$ cat src/rtl/register_write_sequencer.sv
// Turns an I2C write byte stream (pointer, then data) into register file writes, with ALL_LED broadcast expansion.
// Write strobe appears the cycle after a data byte is accepted; a broadcast takes 34 cycles (17 writes, each followed by an idle cycle).
// byte_ready_o drops while a write or broadcast is in progress, so the byte source must hold byte_valid_i/byte_i.
module register_write_sequencer #(
  parameter logic [7:0] LED_BASE     = 8'h06,
  parameter int         NUM_LEDS     = 16,
  parameter logic [7:0] LAST_LED_REG = 8'h45,
  parameter logic [7:0] ALL_LED_BASE = 8'hFA,
  parameter logic [7:0] PRESCALE_REG = 8'hFE
) (
  input  logic       clk_i,
  input  logic       rst_i,
  input  logic       start_i,
  input  logic       byte_valid_i,
  input  logic [7:0] byte_i,
  output logic       byte_ready_o,
  input  logic       auto_inc_i,
  input  logic       sleep_i,
  output logic [7:0] write_register_id_o,
  output logic [7:0] write_register_value_o,
  output logic       write_enable_o,
  output logic [7:0] pointer_o,
  output logic       busy_o
);

  typedef enum logic [2:0] {S_PTR, S_DATA, S_GAP, S_WRITE, S_BCAST} state_t;

  // Broadcast runs one write plus one idle cycle for each LED and for the ALL_LED register itself.
  localparam int BCAST_LAST = 2 * (NUM_LEDS + 1) - 1;

  state_t     state, state_nxt;
  logic [7:0] ptr;
  logic [7:0] data_q;
  logic       ai_q;
  logic       pending_start;
  logic [5:0] bcnt;

  logic       accept;
  logic       ptr_is_all_led;
  logic       drop;
  logic       bcast_last;
  logic       go_ptr;
  logic [7:0] ptr_inc;
  logic [7:0] led_off;

  assign byte_ready_o   = !rst_i && (state == S_PTR || state == S_DATA || state == S_GAP);
  assign accept         = byte_valid_i && byte_ready_o;
  assign ptr_is_all_led = (ptr >= ALL_LED_BASE) && (ptr <= ALL_LED_BASE + 8'd3);
  assign drop           = (ptr > LAST_LED_REG && ptr < ALL_LED_BASE) || (ptr == 8'hFF) ||
                          (ptr == PRESCALE_REG && !sleep_i);
  assign bcast_last     = (bcnt == 6'(BCAST_LAST));
  assign go_ptr         = pending_start || start_i;
  // Auto-increment wraps at the last LED register and at the top of the map.
  assign ptr_inc        = (ptr == LAST_LED_REG || ptr == 8'hFF) ? 8'h00 : ptr + 8'd1;
  // Each LED channel spans four registers; bcnt[5:1] is the channel index during the broadcast.
  assign led_off        = {1'b0, bcnt[5:1], 2'b00};
  assign pointer_o      = ptr;
  assign busy_o         = (state == S_BCAST);

  // State, pointer, latched data and broadcast counter registers.
  always_ff @(posedge clk_i or posedge rst_i) begin
    if (rst_i) begin
      state         <= S_PTR;
      ptr           <= 8'h00;
      data_q        <= 8'h00;
      ai_q          <= 1'b0;
      pending_start <= 1'b0;
      bcnt          <= 6'd0;
    end else begin
      state <= state_nxt;
      bcnt  <= (state == S_BCAST) ? bcnt + 6'd1 : 6'd0;
      // A start seen mid-broadcast is remembered until the broadcast finishes.
      pending_start <= (state == S_BCAST) && !bcast_last && (pending_start || start_i);
      case (state)
        S_PTR: begin
          if (accept) ptr <= byte_i;
        end
        S_DATA, S_GAP: begin
          if (accept) begin
            if (start_i) begin
              ptr <= byte_i;
            end else begin
              data_q <= byte_i;
              ai_q   <= auto_inc_i;
            end
          end
        end
        S_WRITE: begin
          if (ai_q) ptr <= ptr_inc;
        end
        S_BCAST: begin
          if (bcast_last && ai_q) ptr <= ptr_inc;
        end
        default: ;
      endcase
    end
  end

  // Next-state selection and register file write port drive.
  always_comb begin
    state_nxt              = state;
    write_enable_o         = 1'b0;
    write_register_id_o    = 8'h00;
    write_register_value_o = 8'h00;
    case (state)
      S_PTR: begin
        if (accept) state_nxt = S_DATA;
      end
      S_DATA, S_GAP: begin
        if (accept && start_i)   state_nxt = S_DATA;
        else if (start_i)        state_nxt = S_PTR;
        else if (accept)         state_nxt = ptr_is_all_led ? S_BCAST : S_WRITE;
        else                     state_nxt = S_DATA;
      end
      S_WRITE: begin
        state_nxt = go_ptr ? S_PTR : S_GAP;
        if (!drop) begin
          write_enable_o         = 1'b1;
          write_register_id_o    = ptr;
          write_register_value_o = data_q;
        end
      end
      S_BCAST: begin
        if (bcast_last) state_nxt = go_ptr ? S_PTR : S_GAP;
        if (!bcnt[0]) begin
          write_enable_o         = 1'b1;
          write_register_value_o = data_q;
          if (bcnt[5:1] < 5'(NUM_LEDS))
            write_register_id_o = LED_BASE + (ptr - ALL_LED_BASE) + led_off;
          else
            write_register_id_o = ptr;
        end
      end
      default: state_nxt = S_PTR;
    endcase
  end

endmodule

$ cat config.mk
export PLATFORM = sky130hd
export DESIGN_NAME = register_write_sequencer
export DESIGN_NICKNAME = d
export VERILOG_FILES = /design/src/rtl/register_write_sequencer.sv
export SDC_FILE = /design/constraint.sdc
export NUM_CORES = 1
export LEC_CHECK = 0
export CORE_ASPECT_RATIO = 1.4
export CORE_UTILIZATION = 40
export CTS_CLUSTER_SIZE = 24
export DETAILED_ROUTE_END_ITERATION = 12
export HOLD_SLACK_MARGIN = 0.02
export SLEW_MARGIN = 30
export SYNTH_ARGS = -nofsm -noshare
export SYNTH_HDL_FRONTEND = slang
export SYNTH_SLANG_ARGS = --single-unit
export TNS_END_PERCENT = 100
$ cat constraint.sdc
create_clock -name clk_i -period 5.5 [get_ports clk_i]
set_input_delay 0.825 -clock clk_i [delete_from_list [all_inputs] [get_ports clk_i]]
set_output_delay 0.825 -clock clk_i [all_outputs]
set_load 0.01 [all_outputs]
# [Word level (Yosys, flattened, before mapping)]
# Index checks and enable logic that the tools add are counted.
[word_totals] reg_bits=27 inputBits=14 out_inout_bits=27 elab_cells=81
[op_classes] add_sub_neg=5 order_cmp=5 eq_ne=14 n_mux=26 bitwise_logic=1 reduce_logical=24
[op_table] operator="$mux 8" count=11
[op_table] operator="$pmux 8 s2" count=2
[op_table] operator="$pmux 8 s4" count=1
[op_table] operator="$mux 3" count=6
[op_table] operator="$eq 8x8->1 const B" count=2
[op_table] operator="$pmux 3 s4" count=1
[op_table] operator="$logic_and 1x1->1" count=9
[op_table] operator="$add 3x8->8 const A" count=1
[op_table] operator="$add 8x1->8 const B" count=1
[op_table] operator="$add 8x7->8" count=1
[op_table] operator="$eq 8x7->1 const B" count=1
[op_table] operator="$ge 8x8->1 const B" count=1
[op_table] operator="$gt 8x7->1 const B" count=1
[op_table] operator="$le 8x8->1 const B" count=1
[op_table] operator="$lt 8x8->1 const B" count=1
[op_table] operator="$ne 2x2->1 const B" count=4
[op_table] operator="$sub 8x8->8 const B" count=1
[op_table] operator="$add 6x1->6 const B" count=1
[op_table] operator="$eq 3x2->1 const B" count=2
[op_table] operator="$eq 6x6->1 const B" count=1
[op_table] operator="$logic_or 1x1->1" count=6
[op_table] operator="$mux 6" count=1
[op_table] operator="$reduce_and 6->1" count=1
[op_table] operator="$lt 5x5->1 const B" count=1
[op_table] operator="13 further kinds" count=17

# [Logic depth before layout (Yosys ltp)]
[depth] ltp_word=9 ltp_mapped=11 ltp_nobuf=10

# [Worst setup path after synthesis]
# Ideal clock, no wire load.
[synth_path] path_kind="register -> output" from="register ptr[3], in the netlist pointer_o[3]" to="output write_register_id_o[7]" arrival_time_ns=2.330 required_time_ns=4.675 setup_slack_ns=2.345 path_stages_with_launch=11 path_buffers=0 path_cell_list="dfrtp_1 > inv_1 > ha_1 > inv_1 > ha_1 > fa_1 > a21o_1 > a21oi_1 > xor2_1 > nor4b_1 > a211o_1"
[synth_via] elab_chain_cells=6 word_cells_on_any_way=15 cone_classes="add/sub: 3; order compare: 2; eq/ne: 2; mux: 4; reduce/logical: 4"
[synth_lines] element="from (decl)" line="32" source="logic [7:0] ptr;"
[synth_lines] element="from (signal assigned)" line="76" source="if (accept) ptr <= byte_i;"
[synth_lines] element="from (signal assigned)" line="81" source="ptr <= byte_i;"
[synth_lines] element="from (signal assigned)" line="89" source="if (ai_q) ptr <= ptr_inc;"
[synth_lines] element="$sub 8x8->8 (tied with other cells)" line="129" source="write_register_id_o = LED_BASE + (ptr - ALL_LED_BASE) + led_off;"
[synth_lines] element="$add 3x8->8 / $logic_and 1x1->1 (equally long branches)" line="129, 49"
[synth_lines] element="$add 8x7->8 / $logic_or 1x1->1 (equally long branches)" line="129, 49"
[synth_lines] element="$mux 8 / $logic_or 1x1->1 (equally long branches)" line="128, 49"
[synth_lines] element="$mux 8 (on tied branches)" line="125, 117"
[synth_lines] element="$pmux 8 s2 *" line="105" source="case (state)"
[synth_lines] element="to (decl)" line="19" source="output logic [7:0] write_register_id_o,"
# Mark *: on every way between the ends. The rest lies on a longest branch, timed or not.

# [Worst setup path after layout]
# Same ends and word-level chain as after synthesis.

==> flow_summary.json <==
{
  "status": "completed",
  "viasPerCell": 5.512,
  "async_flop_share_pct": 100.0,
  "htree_levels": 1,
  "start_kind": "flip-flop",
  "setup_tns_ps": 0,
  "synth.most_common_cell": "dfrtp_1",
  "path_class": "reg -> out",
  "p_clk_share_pct": 13.9,
  "placed_area_sq_um": 2421,
  "clockBufferDepth": 2,
  "grt_pass1_vias": 1566,
  "dieArea_sq_um": 5238,
  "yosys.area.top_type_share_pct": 34.13,
  "syn_nets": 234,
  "drt_first_iter_violations": 88,
  "stdcell_area_sq_um": 2466,
  "combPwrFrac_pct": 43.4,
  "cts_buffers": 3,
  "route.vias.total": 1670,
  "clkSinkCount": 27,
  "cp.required_ps": 4680,
  "cellPowerDensity_nw_per_um2": 339.1,
  "clkTransAtPathRegs_ps": 90,
  "arrival_ps": 3250,
  "clockRootBuffer": "clkbuf_8",
  "p_sw_share_pct": 39.24,
  "dp_hpwl_um": 3583,
  "synth.distinct_cells": 55,
  "overflow": 0,
  "maxSlewViolCount": 0,
  "synth-seq-cells": 27,
  "p_total_uw": 836.3,
  "slew-limit-headroom_pct": 40.83,
  "die_x_um": 61.45,
  "synth_area_per_cell_sq_um": 9.703,
  "postCtsSetupBuffers": 0,
  "p_int_uw": 508.2,
  "synthTopCellsByArea": "dfrtp_1, ha_1, mux2_2",
  "ios": 41,
  "cts_hold_buf": 0,
  "maxCapViolCount": 0,
  "syn2layout_area_growth_pct": 24.59,
  "clock_latency_ps": 280,
  "drtPass1Iterations": 4,
  "antenna_found_initial": 0,
  "ir_drop_mv": 0.2058,
  "synth-seq-area-share_pct": 34.13,
  "routed_wl_um": 4795,
  "wl_per_cell_um": 15.83,
  "post_cts_resized": 0,
  "drive_gt1_share_pct": 12.03,
  "switching_power_uw": 328.1,
  "rows": 29,
  "setup_viol": 0,
  "ys.flop_type": "dfrtp_1",
  "clock-skew-final_ps": 1.871,
  "grt_first_pass_wirelength_um": 7872,
  "synth_cells": 204,
  "finalNetCount": 272,
  "syn-cell-area_sq_um": 1979,
  "p_leak_uw": 0.001069,
  "synthTopCellsByCount": "dfrtp_1, nor2_1, ha_1, inv_1, mux2_2",
  "start_util_pct": 42.62,
  "seqPwrFrac_pct": 42.7,
  "synth_edf_count": 0,
  "grtUsageTotal_pct": 20.16,
  "hold_violations": 0,
  "cp-end-kind": "output pin",
  "drtAntennaViolNets": 0,
  "placement.io_buffers": 40,
  "min_period_ps": 4076,
  "grt_max_degree": 28,
  "fp.dieH_um": 85.24,
  "cts_tree": "done",
  "drc": 0,
  "yosys.area.top_type": "dfrtp_1",
  "hp-class": "reg -> reg",
  "fin_util_pct": 53.10,
  "critPathMaxFanout": 9,
  "fmax_mhz": 245.4,
  "rsz0062_at_grt": "false",
  "r2r_slack_ps": 3340,
  "finalCritPeriodShare_pct": 74.10,
  "hold_slack_ps": 509.1,
  "core_area_sq_um": 4644,
  "yosysWarnings": 0,
  "diodes": 0,
  "worstMarginPinSlew_ps": 884.2,
  "gp_congestion": 0.8564
}
-- cells by family (layout without fill, tap and decap cells) --
group                      Yosys count  in the layout  synth area share [%]
adders and majority gates           16             16                 10.49
AOI/OAI and AO/OA                   49             49                 19.34
xor gates and xnor gates             8              8                 3.539
DFF                                 27             27                 34.13
and+or+nand+nor                     67             67                 19.47
buffers and inverters               25             62                 6.194
muxes                               12             12                 6.827
-- placed cells by master, fill, tap and decap left out, drive strengths merged, types with 2 or more instances in the layout --
cell	n
a211o	2
a211oi	2
a21o	2
a21oi	10
a22o	5
a2bb2oi	2
a32o	2
a32oi	2
and2	11
and3	2
and4b	2
buf	2
clkbuf	4
clkdlybuf4s50	40
dfrtp	27
ha	15
inv	15
mux2	12
nand2	10
nand2b	2
nand3	5
nor2	17
nor3	7
o21ai	6
o22ai	5
o2bb2ai	3
or3b	3
xnor2	4
xor2	4
-- worst max-delay path, stage by stage (launching register included) --
cell and delay, ps:
dfrtp_1 490, inv_1 110, ha_1 290, inv_1 40
ha_1 210, fa_1 400, a21o_1 170, a21oi_1 170
xor2_1 110, nor4b_1 290, a211o_1 150, clkdlybuf4s50_1 530
-- path summary, 6_finish.rpt --
check | start | endpoint | cells past startpoint
setup reg to reg | state[2] | pointer_o[5] | 6
min in group asynchronous | rst_i | bcnt[0] | 3
hold / removal | data_q[3] | data_q[3] | 1
setup / recovery | pointer_o[3] | write_register_id_o[7] | 11
hold reg to reg | data_q[3] | data_q[3] | 1
max in group asynchronous | rst_i | pointer_o[3] | 3
-- power groups by stage --
stage / combinational (uW) / sequential, uW / clock [uW]
after global placement: 363 / 360 / 0
after CTS: 366 / 357 / 123
after detailed placement: 364 / 360 / 0
after global routing: 403 / 374 / 128
after floorplan: 261 / 326 / 0
final: 363 / 357 / 116
-- through the flow --
stage	std cells	worst slack [ps]
after CTS	303	1408
after global routing	303	1183
final	303	1424
after floorplan	204	2345
after detailed placement	299	1641
after global placement	299	1655
-- flip-flops by register name, summed over array words and instances (netlist names) --
name	cells
state	3
bcnt	6
ai_q	1
pointer_o	8
pending_start	1
data_q	8
-- layer usage --
| layer | vias to the layer above | global-route usage (%) | wire length, um |
|---|---|---|---|
| met5 | - | 0 | 0 |
| met4 | 0 | 6.061 | 62 |
| met3 | 5 | 3.049 | 217 |
| met2 | 45 | 33.89 | 2503 |
| met1 | 805 | 26.09 | 2011 |
| li1 | 815 | - | - |
-- final cells by class --
cell class | count | area, sq um
timing repair buffer | 42 | 415.4
sequential | 27 | 675.6
inverter | 16 | 65.06
tap | 62 | 77.57
multi-input combinational | 152 | 1187
clock buffer | 4 | 45.04
fill | 460 | 2178
Power figures use the tool's default switching activity.
